## src/rtl/alu_operand_stage.sv

```systemverilog
// ALU operand select followed by a valid/ready stage with a 2-entry skid FIFO.
// Optional operand forwarding is enabled by defining ALUSRC_FWD_EN.
module alu_operand_stage #(
    parameter int unsigned WIDTH      = 32,
    parameter int unsigned CONST_VAL  = 32'd16,
    parameter int unsigned SKID_DEPTH = 2
) (
    input  logic             clk,
    input  logic             rst_n,
    input  logic             in_valid,
    output logic             in_ready,
    input  logic [WIDTH-1:0] regsrc_a,
    input  logic [WIDTH-1:0] regsrc_b,
    input  logic [WIDTH-1:0] immsrc,
    input  logic [1:0]       alusrc,
`ifdef ALUSRC_FWD_EN
    input  logic [1:0]       fwd_sel_a,
    input  logic [1:0]       fwd_sel_b,
    input  logic [WIDTH-1:0] fwd_exmem,
    input  logic [WIDTH-1:0] fwd_memwb,
`endif
    output logic             out_valid,
    input  logic             out_ready,
    output logic [WIDTH-1:0] operand_a,
    output logic [WIDTH-1:0] operand_b,
    output logic             illegal_sel,
    output logic [1:0]       occupancy
);

    if (SKID_DEPTH != 2) begin : g_bad_skid_depth
        $error("alu_operand_stage: SKID_DEPTH must be 2");
    end

    localparam logic [WIDTH-1:0] CONST_W = WIDTH'(CONST_VAL);

    typedef enum logic [1:0] {
        EMPTY = 2'd0,
        ONE   = 2'd1,
        FULL  = 2'd2
    } state_t;

    typedef struct packed {
        logic [WIDTH-1:0] a;
        logic [WIDTH-1:0] b;
        logic             ill;
    } entry_t;

    localparam entry_t ENTRY_ZERO = '{a: {WIDTH{1'b0}}, b: {WIDTH{1'b0}}, ill: 1'b0};

    state_t state_q, state_d;
    entry_t e0_q, e0_d, e1_q, e1_d;
    entry_t new_s;
    logic   push_s, pop_s;
    logic [WIDTH-1:0] b_reg_s;

    // Operand selection; illegal codes drive zero/no-forward and flag the pair.
    always_comb begin
        new_s     = ENTRY_ZERO;
        new_s.a   = regsrc_a;
        b_reg_s   = regsrc_b;
`ifdef ALUSRC_FWD_EN
        case (fwd_sel_a)
            2'b00:   new_s.a = regsrc_a;
            2'b01:   new_s.a = fwd_exmem;
            2'b10:   new_s.a = fwd_memwb;
            default: new_s.ill = 1'b1;
        endcase
        // B forwarding only matters when the register path is selected.
        if (alusrc == 2'b00) begin
            case (fwd_sel_b)
                2'b00:   b_reg_s = regsrc_b;
                2'b01:   b_reg_s = fwd_exmem;
                2'b10:   b_reg_s = fwd_memwb;
                default: new_s.ill = 1'b1;
            endcase
        end else begin
            b_reg_s = regsrc_b;
        end
`endif
        case (alusrc)
            2'b00:   new_s.b = b_reg_s;
            2'b01:   new_s.b = immsrc;
            2'b10:   new_s.b = CONST_W;
            default: begin
                new_s.b   = {WIDTH{1'b0}};
                new_s.ill = 1'b1;
            end
        endcase
    end

    assign in_ready  = (state_q != FULL);
    assign out_valid = (state_q != EMPTY);
    assign push_s    = in_valid && in_ready;
    assign pop_s     = out_valid && out_ready;

    // FIFO next state: entry 0 is always the head; vacated slots are zeroed.
    always_comb begin
        state_d = state_q;
        e0_d    = e0_q;
        e1_d    = e1_q;
        case (state_q)
            EMPTY: begin
                if (push_s) begin
                    e0_d    = new_s;
                    state_d = ONE;
                end else begin
                    state_d = EMPTY;
                end
            end
            ONE: begin
                if (push_s && pop_s) begin
                    e0_d = new_s;
                end else if (push_s) begin
                    e1_d    = new_s;
                    state_d = FULL;
                end else if (pop_s) begin
                    e0_d    = ENTRY_ZERO;
                    state_d = EMPTY;
                end else begin
                    state_d = ONE;
                end
            end
            FULL: begin
                if (pop_s) begin
                    e0_d    = e1_q;
                    e1_d    = ENTRY_ZERO;
                    state_d = ONE;
                end else begin
                    state_d = FULL;
                end
            end
            default: begin
                state_d = EMPTY;
                e0_d    = ENTRY_ZERO;
                e1_d    = ENTRY_ZERO;
            end
        endcase
    end

    // State and buffer registers.
    always_ff @(posedge clk or negedge rst_n) begin
        if (!rst_n) begin
            state_q <= EMPTY;
            e0_q    <= ENTRY_ZERO;
            e1_q    <= ENTRY_ZERO;
        end else begin
            state_q <= state_d;
            e0_q    <= e0_d;
            e1_q    <= e1_d;
        end
    end

    assign operand_a   = e0_q.a;
    assign operand_b   = e0_q.b;
    assign illegal_sel = e0_q.ill;
    assign occupancy   = state_q;

endmodule

```

## config.mk

```make
export PLATFORM = sky130hd
export DESIGN_NAME = alu_operand_stage
export DESIGN_NICKNAME = d
export VERILOG_FILES = /design/src/rtl/alu_operand_stage.sv
export SDC_FILE = /design/constraint.sdc
export NUM_CORES = 1
export LEC_CHECK = 0
export CORE_MARGIN = 1.5
export CORE_UTILIZATION = 40
export CTS_CLUSTER_DIAMETER = 200
export DETAILED_ROUTE_END_ITERATION = 7
export GPL_TIMING_DRIVEN = 1
export PLACE_DENSITY = 0.69
export SLEW_MARGIN = 25
export SYNTH_ARGS = -nofsm -noshare
export SYNTH_HDL_FRONTEND = slang
export SYNTH_SLANG_ARGS = --single-unit
```

## constraint.sdc

```tcl
create_clock -name clk -period 2.2 [get_ports clk]
set_clock_uncertainty 0.15 [all_clocks]
set_input_delay 0.44 -clock clk [delete_from_list [all_inputs] [get_ports clk]]
set_output_delay 0.44 -clock clk [all_outputs]
set_load 0.05 [all_outputs]
```

* After elaboration in Yosys (flattened, before gate mapping)
Index checks and enable logic that the tools add are counted.
** Word-level totals
- Output and inout port bits :: 69
- Word-level logic and storage cells :: 44
- Input port bits :: 102
- Flip-flop bits (word level) :: 132
** Cells by class
- Muxes and demuxes :: 16
- Reductions and logical operators :: 9
- Bitwise gates (word level) :: 1
- Equality and inequality tests :: 11
** Operators with widths (number)
- $mux W65 :: 6
- $pmux W65 S3 :: 2
- $pmux W32 S3 :: 1
- $ne A2 B2 Y1 const B :: 5
- $reduce_and A4 Y1 :: 2
- $mux W2 :: 3
- $ne A3 B3 Y1 const B :: 2
- $pmux W2 S3 :: 1
- $eq A2 B1 Y1 const B :: 2
- $eq A2 B2 Y1 const B :: 2
- $logic_not A2 Y1 :: 2
- $logic_and A1 B1 Y1 :: 3
- $mux W1 :: 3
- $reduce_or A3 Y1 :: 1
- $reduce_bool A2 Y1 :: 1
- $not A1 Y1 :: 1

* Longest topological paths before layout
Gate-level depths: netlist (run 1).
- Depth after elaboration :: 6
- Gate-level depth with buffers :: 6
- Mapped depth without buffers :: 4

* Worst setup path before layout (run 1)
Ideal clock, no wire load.
- Path type :: register to output
- Start :: register state_q[0], in the netlist occupancy[0]
- End :: output port in_ready
- Stages on the path, launching flop included :: 6
- Arrival time :: 1.749 ns
- Path buffers :: 3
- Required time :: 1.610 ns
- Slack :: -0.139 ns
- Cells stage by stage :: dfrtp_1 -> buf_2 -> and2b_1 -> buf_2 -> buf_2 -> inv_1
** Between the ends
- Longest elaborated chain between the ends :: 1
** RTL lines
- from (decl) :: RTL line 50 : state_t state_q, state_d;
- from (signal assigned) :: RTL line 147 : state_q <= state_d;
- $ne A2 B2 Y1 :: RTL line 91 : assign in_ready = (state_q != FULL);
- to (decl) :: RTL line 11 : output logic in_ready,
No other way between the ends.

* Worst setup path in the final report (run 1)
- Start :: register e0_q, in the netlist operand_a[29]
- End :: output port operand_a[29]
** RTL lines
- from (decl) :: RTL line 51 : entry_t e0_q, e0_d, e1_q, e1_d;
- from (signal assigned) :: RTL line 144 : e0_q <= ENTRY_ZERO;
- from (signal assigned) :: RTL line 148 : e0_q <= e0_d;
- to (decl) :: RTL line 24 : output logic [WIDTH-1:0] operand_a,
No word-level cell between the ends.

==> flow_summary_export.csv, run 1 <==
group,metric,value,unit
worst_setup_path,cp.buffers_inverters,1,
global_route,grt_overflow_total,0,
worst_setup_path,cp_slowest_cell,"clkdlybuf4s50_1",
yosys,ys_seq_elements,132,
cells_and_area,final_common_cell,"dfrtp_1",
clocking,clk_path_buf_depth,2,
route,via_per_inst,5.66,
floorplanning,row_count,44,
power,ir_worst_vdd,0.582,mV
cells_and_area,area_growth_syn_to_layout,45.5,%
worst_setup_path,startpoint_type,"flip-flop",
place,portBuffers,170,
route,routed_wl,16700,um
worst_setup_path,critical_path.max_fanout,2,
route,drtAntennaViolNets,0,
yosys,async_flop_share,1.00,
clocking,cts.sinks,132,
floorplanning,core,14500,um2
timing,setup_ws,0.0306,ns
power,p_clk_frac,0.300,
power,power.density,1050,nW/um2
yosys,ys_seq_area_frac,0.557,
yosys,netlist_area,5930,um2
worst_setup_path,endpoint_kind,"primary output",
global_route,grt_max_degree,48,
clocking,cts_root_buf,"clkbuf_16",
floorplanning,fp.dieH,125,um
power,combPwrFrac,0.341,
job,cap_violations,0,
timing,fin_crit,2.17,ns
worst_setup_path,cp_top_family,"buffers and inverters",
cells_and_area,instances_no_fill,899,
place,dp_hpwl,11000,um
worst_setup_path,crit_chain,"clkdlybuf4s50_1",
clocking,clk_pin_slew_worst_paths,0.06,ns
place,dp_cells,862,
timing,fin_crit_sh,0.986,
power,p_seq_frac,0.358,
yosys,synth_warnings,0,
place,place_area,8000,um2
timing,fmax,461,MHz
floorplanning,die_area,15600,um2
global_route,use_met2,0.338,
place,place_ws,-0.409,ns
timing,fin_tns_setup,0,ns
route,vias,5087,
status,outcome,"complete, no violations",
global_route,grt_use_met3,0.0537,
global_route,grt_pass1_vias,5218,
timing,relSlewSlack,0.375,
timing,worstMarginPinSlew,0.937,ns
clocking,worstSkewPairLatency,0.42,ns
yosys,syn_area_per_cell,11.1,um2
cells_and_area,final_area,8630,um2
power,total_power,9.02,mW
worst_setup_path,worstSetupPathType,"flip-flop to primary output",
cells_and_area,layout_common_cells,"130 x dfrtp_1, 109 x clkdlybuf4s50_1, 63 x nand2_1",
route,wire_per_inst,18.6,um
power,switchingPower,3.25,mW
worst_setup_path,rrSetupSlack,0.15,ns
route,dr.pass1.iters,5,
power,p_leak,4.29,nW
floorplanning,die_w,125,um
timing,maxSlewViolCount,0,
yosys,syn_inst,536,
cells_and_area,finish.net_count,805,
global_route,track_usage,0.214,
global_route,busiest_layer,"met2",
route,drtIter0Drc,363,
clocking,numCtsBuffers,17,
yosys,synth_cell_types,31,
yosys,synth_flop_cell,"dfrtp_1",
global_route,use_met1,0.277,
clocking,htreeDepth,4,
cells_and_area,drive_gt1_frac,0.110,
worst_setup_path,crit_required,1.61,ns
worst_setup_path,max_stage_delay,0.81,ns
floorplanning,io_pins,171,
global_route,antenna_found_initial,0,
cells_and_area,diodes,0,
yosys,synth-edff-count,0,
worst_setup_path,cp.arrival,1.58,ns
timing,rsz0062_at_grt,"no",
worst_hold_path,hp-class,"flip-flop to flip-flop",
floorplanning,initial_core_util,0.408,
power,swShare,0.360,
global_route,grt_pass1_wl,26600,um
timing,hold_viol,0,
clocking,cts_tree,"done",
place,routabilityCongestion,0.764,
timing,finalSetupViolCount,0,
yosys,syn_nets,638,
route,drc,0,
power,internal-power,5.78,mW
cell type report:
type                            count  area (um2)
Fill cell                        1206        5900
Sequential cell                   132        3310
Multi-Input combinational cell    346        2420
Timing Repair Buffer              204        2120
Clock buffer                       26         479
Tap cell                          184         230
Clock inverter                      5        75.1
Inverter                            2        7.51
per-layer routing:
layer	wire (um)	part of all wire
met2	7990	0.48
met3	1070	0.064
met1	7260	0.43
met4	372	0.022
met5	0	0
flip-flops by register name (all words and copies together) (netlist names):
signal / flops
operand_b: 32
illegal_sel: 1
occupancy: 2
e1_q: 65
operand_a: 32
Yosys cell counts, types with 3 or more instances:
cell type	instances	area share
a21oi_1	7	0.0059
clkbuf_1	24	0.015
o21ai_0	22	0.019
dfrtp_1	132	0.56
o41ai_1	19	0.028
mux2i_1	31	0.052
nor2b_1	3	0.0032
a22oi_1	32	0.040
a221o_1	32	0.054
buf_2	30	0.025
and3_1	32	0.034
nand2_1	63	0.040
a22o_1	24	0.035
nor2_1	33	0.021
o2bb2ai_1	33	0.049
final timing paths:
| kind | end | cells after the start | start |
|---|---|---|---|
| max | operand_a[29] | 1 | operand_a[29] |
| min | e1_q[36] | 2 | e1_q[36] |
| max reg2reg | operand_b[24] | 6 | occupancy[0] |
| min reg2reg | e1_q[36] | 2 | e1_q[36] |
| max in group asynchronous | operand_b[19] | 3 | rst_n |
| min in group asynchronous | e1_q[49] | 2 | rst_n |
power by group through the flow:
stage | Combinational [mW] | Sequential, mW | Clock, mW
floorplan | 0.982 | 4.13 | 0
global placement | 3.06 | 3.26 | 0
detailed placement | 3.12 | 3.28 | 0
CTS | 3.09 | 3.24 | 2.74
global route | 3.26 | 3.29 | 2.86
finish | 3.08 | 3.23 | 2.71
what timing repair did:
item	4_1_cts	5_1_grt
hold buffers	1	0
gates resized for setup	28	27
endpoints found under the setup margin	29	58
pin swaps	0	0
endpoints found under the hold margin	45	0
setup buffers	4	0
gates cloned	0	1
cell families (layout without fill, tap and decap cells):
kind of cell           after synthesis  count (layout)  synth area share
muxes                               31              31            0.0523
DFF                                132             132             0.557
AOI/OAI and AO/OA                  174             175             0.238
buffers and inverters               59             237            0.0462
and+or+nand+nor                    140             140             0.107
metrics by stage:
| stage | util | hold WS (ns) |
|---|---|---|
| final | 0.594 | 0.322 |
| after global routing | 0.594 | 0.354 |
| after CTS | 0.589 | 0.327 |
| after detailed placement | 0.550 | 0.264 |
| after global placement | 0.550 | 0.253 |
| after floorplan | - | -0.00559 |
(Power assumes the default switching activity.)
==> run 2, diff against run 1 <==
--- a/config.mk
+++ b/config.mk
@@ -6,11 +6,11 @@
 export NUM_CORES = 1
 export LEC_CHECK = 0
 export CORE_MARGIN = 1.5
-export CORE_UTILIZATION = 40
+export CORE_UTILIZATION = 48
 export CTS_CLUSTER_DIAMETER = 200
 export DETAILED_ROUTE_END_ITERATION = 7
 export GPL_TIMING_DRIVEN = 1
-export PLACE_DENSITY = 0.69
+export PLACE_DENSITY = 0.81
 export SLEW_MARGIN = 25
 export SYNTH_ARGS = -nofsm -noshare
 export SYNTH_HDL_FRONTEND = slang
==> run 2 against run 1 <==
  * Utilization rose by 12 points
  * Global-route usage is 5.0 points higher
  * Clock-buffer cell count down 9
  * Sequential share of layout area increased by 0.11 points
  * Combinational power barely moved
  * Cell area decreased by 0.28%
  * Critical path depth did not move
  * Sequential power is essentially flat
==> flow_summary_export.csv, run 2 (synthesis gave the netlist of run 1 again) <==
group,metric,value,unit
clocking,htreeDepth,4,
worst_setup_path,max_stage_delay,0.81,ns
clocking,numCtsBuffers,17,
route,dr.pass1.iters,5,
timing,fin_crit,2.18,ns
place,dp_hpwl,11000,um
power,total_power,9.00,mW
floorplanning,row_count,40,
cells_and_area,layout_common_cells,"130 x dfrtp_1, 119 x clkdlybuf4s50_1, 63 x nand2_1",
clocking,cts_root_buf,"clkbuf_16",
floorplanning,die_w,114,um
timing,relSlewSlack,0.419,
cells_and_area,top_register,"e1_q",
route,drtAntennaViolNets,0,
worst_setup_path,startpoint_type,"flip-flop",
clocking,cts.sinks,132,
worst_setup_path,r2r_cells,3,
worst_setup_path,crit_chain,"clkdlybuf4s50_1",
worst_hold_path,whs_path_depth,3,
floorplanning,initial_core_util,0.494,
clocking,clk_path_buf_depth,2,
worst_setup_path,crit_required,1.61,ns
worst_setup_path,cp_slowest_cell,"clkdlybuf4s50_1",
global_route,grt_pass1_vias,5272,
worst_setup_path,worstSetupPathType,"flip-flop to primary output",
timing,finalSetupViolCount,0,
worst_setup_path,cp.buffers_inverters,1,
floorplanning,die_area,13000,um2
worst_setup_path,path_depth,1,
route,routed_wl,16900,um
route,drc,0,
status,outcome,"complete, no violations",
power,p_leak,4.34,nW
global_route,grt_max_degree,48,
place,dp_cells,825,
clocking,clk_pin_slew_worst_paths,0.06,ns
cells_and_area,instances_no_fill,862,
global_route,antenna_found_initial,0,
place,routabilityCongestion,0.816,
cells_and_area,nFillCells,848,
worst_hold_path,hp-class,"input pin to flip-flop",
worst_setup_path,critical_path.max_fanout,2,
floorplanning,core,12000,um2
timing,fin_crit_sh,0.989,
route,drtIter0Drc,423,
power,power.density,1050,nW/um2
global_route,track_usage,0.263,
route,vias,5237,
clocking,cts_tree,"done",
timing,hold_viol,0,
global_route,grt_pass1_wl,27100,um
global_route,grt_overflow_total,0,
clocking,worstSkewPairLatency,0.41,ns
timing,fmax,460,MHz
floorplanning,io_pins,171,
cells_and_area,diodes,0,
worst_setup_path,cp.arrival,1.59,ns
cells_and_area,area_growth_syn_to_layout,45.1,%
route,via_per_inst,6.08,
worst_setup_path,cp_top_family,"buffers and inverters",
cells_and_area,final_common_cell,"dfrtp_1",
job,cap_violations,0,
worst_setup_path,endpoint_kind,"primary output",
timing,rsz0062_at_grt,"no",
place,portBuffers,170,
cells_and_area,drive_gt1_frac,0.119,
cells_and_area,fin_util,0.717,
power,ir_worst_vdd,0.588,mV
floorplanning,fp.dieH,114,um
cells_and_area,largest_register_ffs,65,
timing,maxSlewViolCount,0,
timing,worstMarginPinSlew,0.872,ns
cells_and_area,finish.net_count,804,
route,wire_per_inst,19.6,um
==> run 2: cell count changes in the layout (fill, tap and decap cells not counted), sizes merged, moves of 2 or more <==
cell / delta
clkdlybuf4s50: +10
buf: -2
inv: +3
clkinvlp: +2
dlymetal6s2s: +7
clkinv: +6
clkbuf: -9
dlygate4sd2: -16
==> run 2: final timing paths <==
check / from / end / slack (ns)
worst max-delay path: operand_a[5] / operand_a[5] / 0.02
worst min-delay path: alusrc[1] / e1_q[0] / 0.32
worst max register to register: occupancy[1] / e1_q[19] / 0.25
worst min register to register: e1_q[46] / e1_q[46] / 0.32
max in group asynchronous: rst_n / e1_q[64] / 0.80
min in group asynchronous: rst_n / operand_a[16] / 0.45
==> run 2: report_power, final <==
| group | internal [mW] | switching (mW) | total, mW |
|---|---|---|---|
| Clock | 1.56 | 1.10 | 2.66 |
| Sequential | 2.93 | 0.325 | 3.26 |
| Combinational | 1.15 | 1.94 | 3.08 |
| Total | 5.64 | 3.36 | 9.00 |
==> run 2: metal layers <==
layer | GRT usage | share of wire | vias to the layer above
met5 | 0 | 0 | -
met4 | 0.0767 | 0.011 | 0
met3 | 0.0577 | 0.074 | 18
met2 | 0.433 | 0.50 | 241
met1 | 0.353 | 0.41 | 2617
li1 | - | - | 2361
==> run 2: what timing repair did <==
item                                    in CTS  in global routing
hold buffers                                 1                  0
cloned                                       1                  0
pin swaps                                    0                  0
endpoints found under the setup margin      13                 33
resized for setup                           13                 31
buffers inserted                             0                  3
endpoints found under the hold margin       43                  0
==> run 2: layout make-up <==
type | instances | area (um2) | area share
Tap cell | 147 | 184 | 0.0214
Timing Repair Buffer | 203 | 2150 | 0.250
Clock buffer | 17 | 425 | 0.0494
Multi-Input combinational cell | 346 | 2400 | 0.279
Inverter | 2 | 7.51 | 0.000872
Sequential cell | 132 | 3310 | 0.384
Clock inverter | 15 | 131 | 0.0153
==> run 2: tightest hold or removal path: stages <==
cell and delay, ns:
buf_2 0.21, nand3_1 0.10, o21ai_0 0.07
==> run 2: through the flow <==
step	setup slack [ns]	hold slack, ns	cell area, um2	setup TNS (ns)
2_1_floorplan	0.0130	-0.00559	5940	0
3_3_place_gp	-0.0276	0.305	7950	-1.06
3_5_place_dp	-0.141	0.315	7950	-4.73
4_1_cts	0.00767	0.316	8510	0
5_1_grt	0.0000595	0.315	8610	0
6_report	0.0238	0.317	8610	0
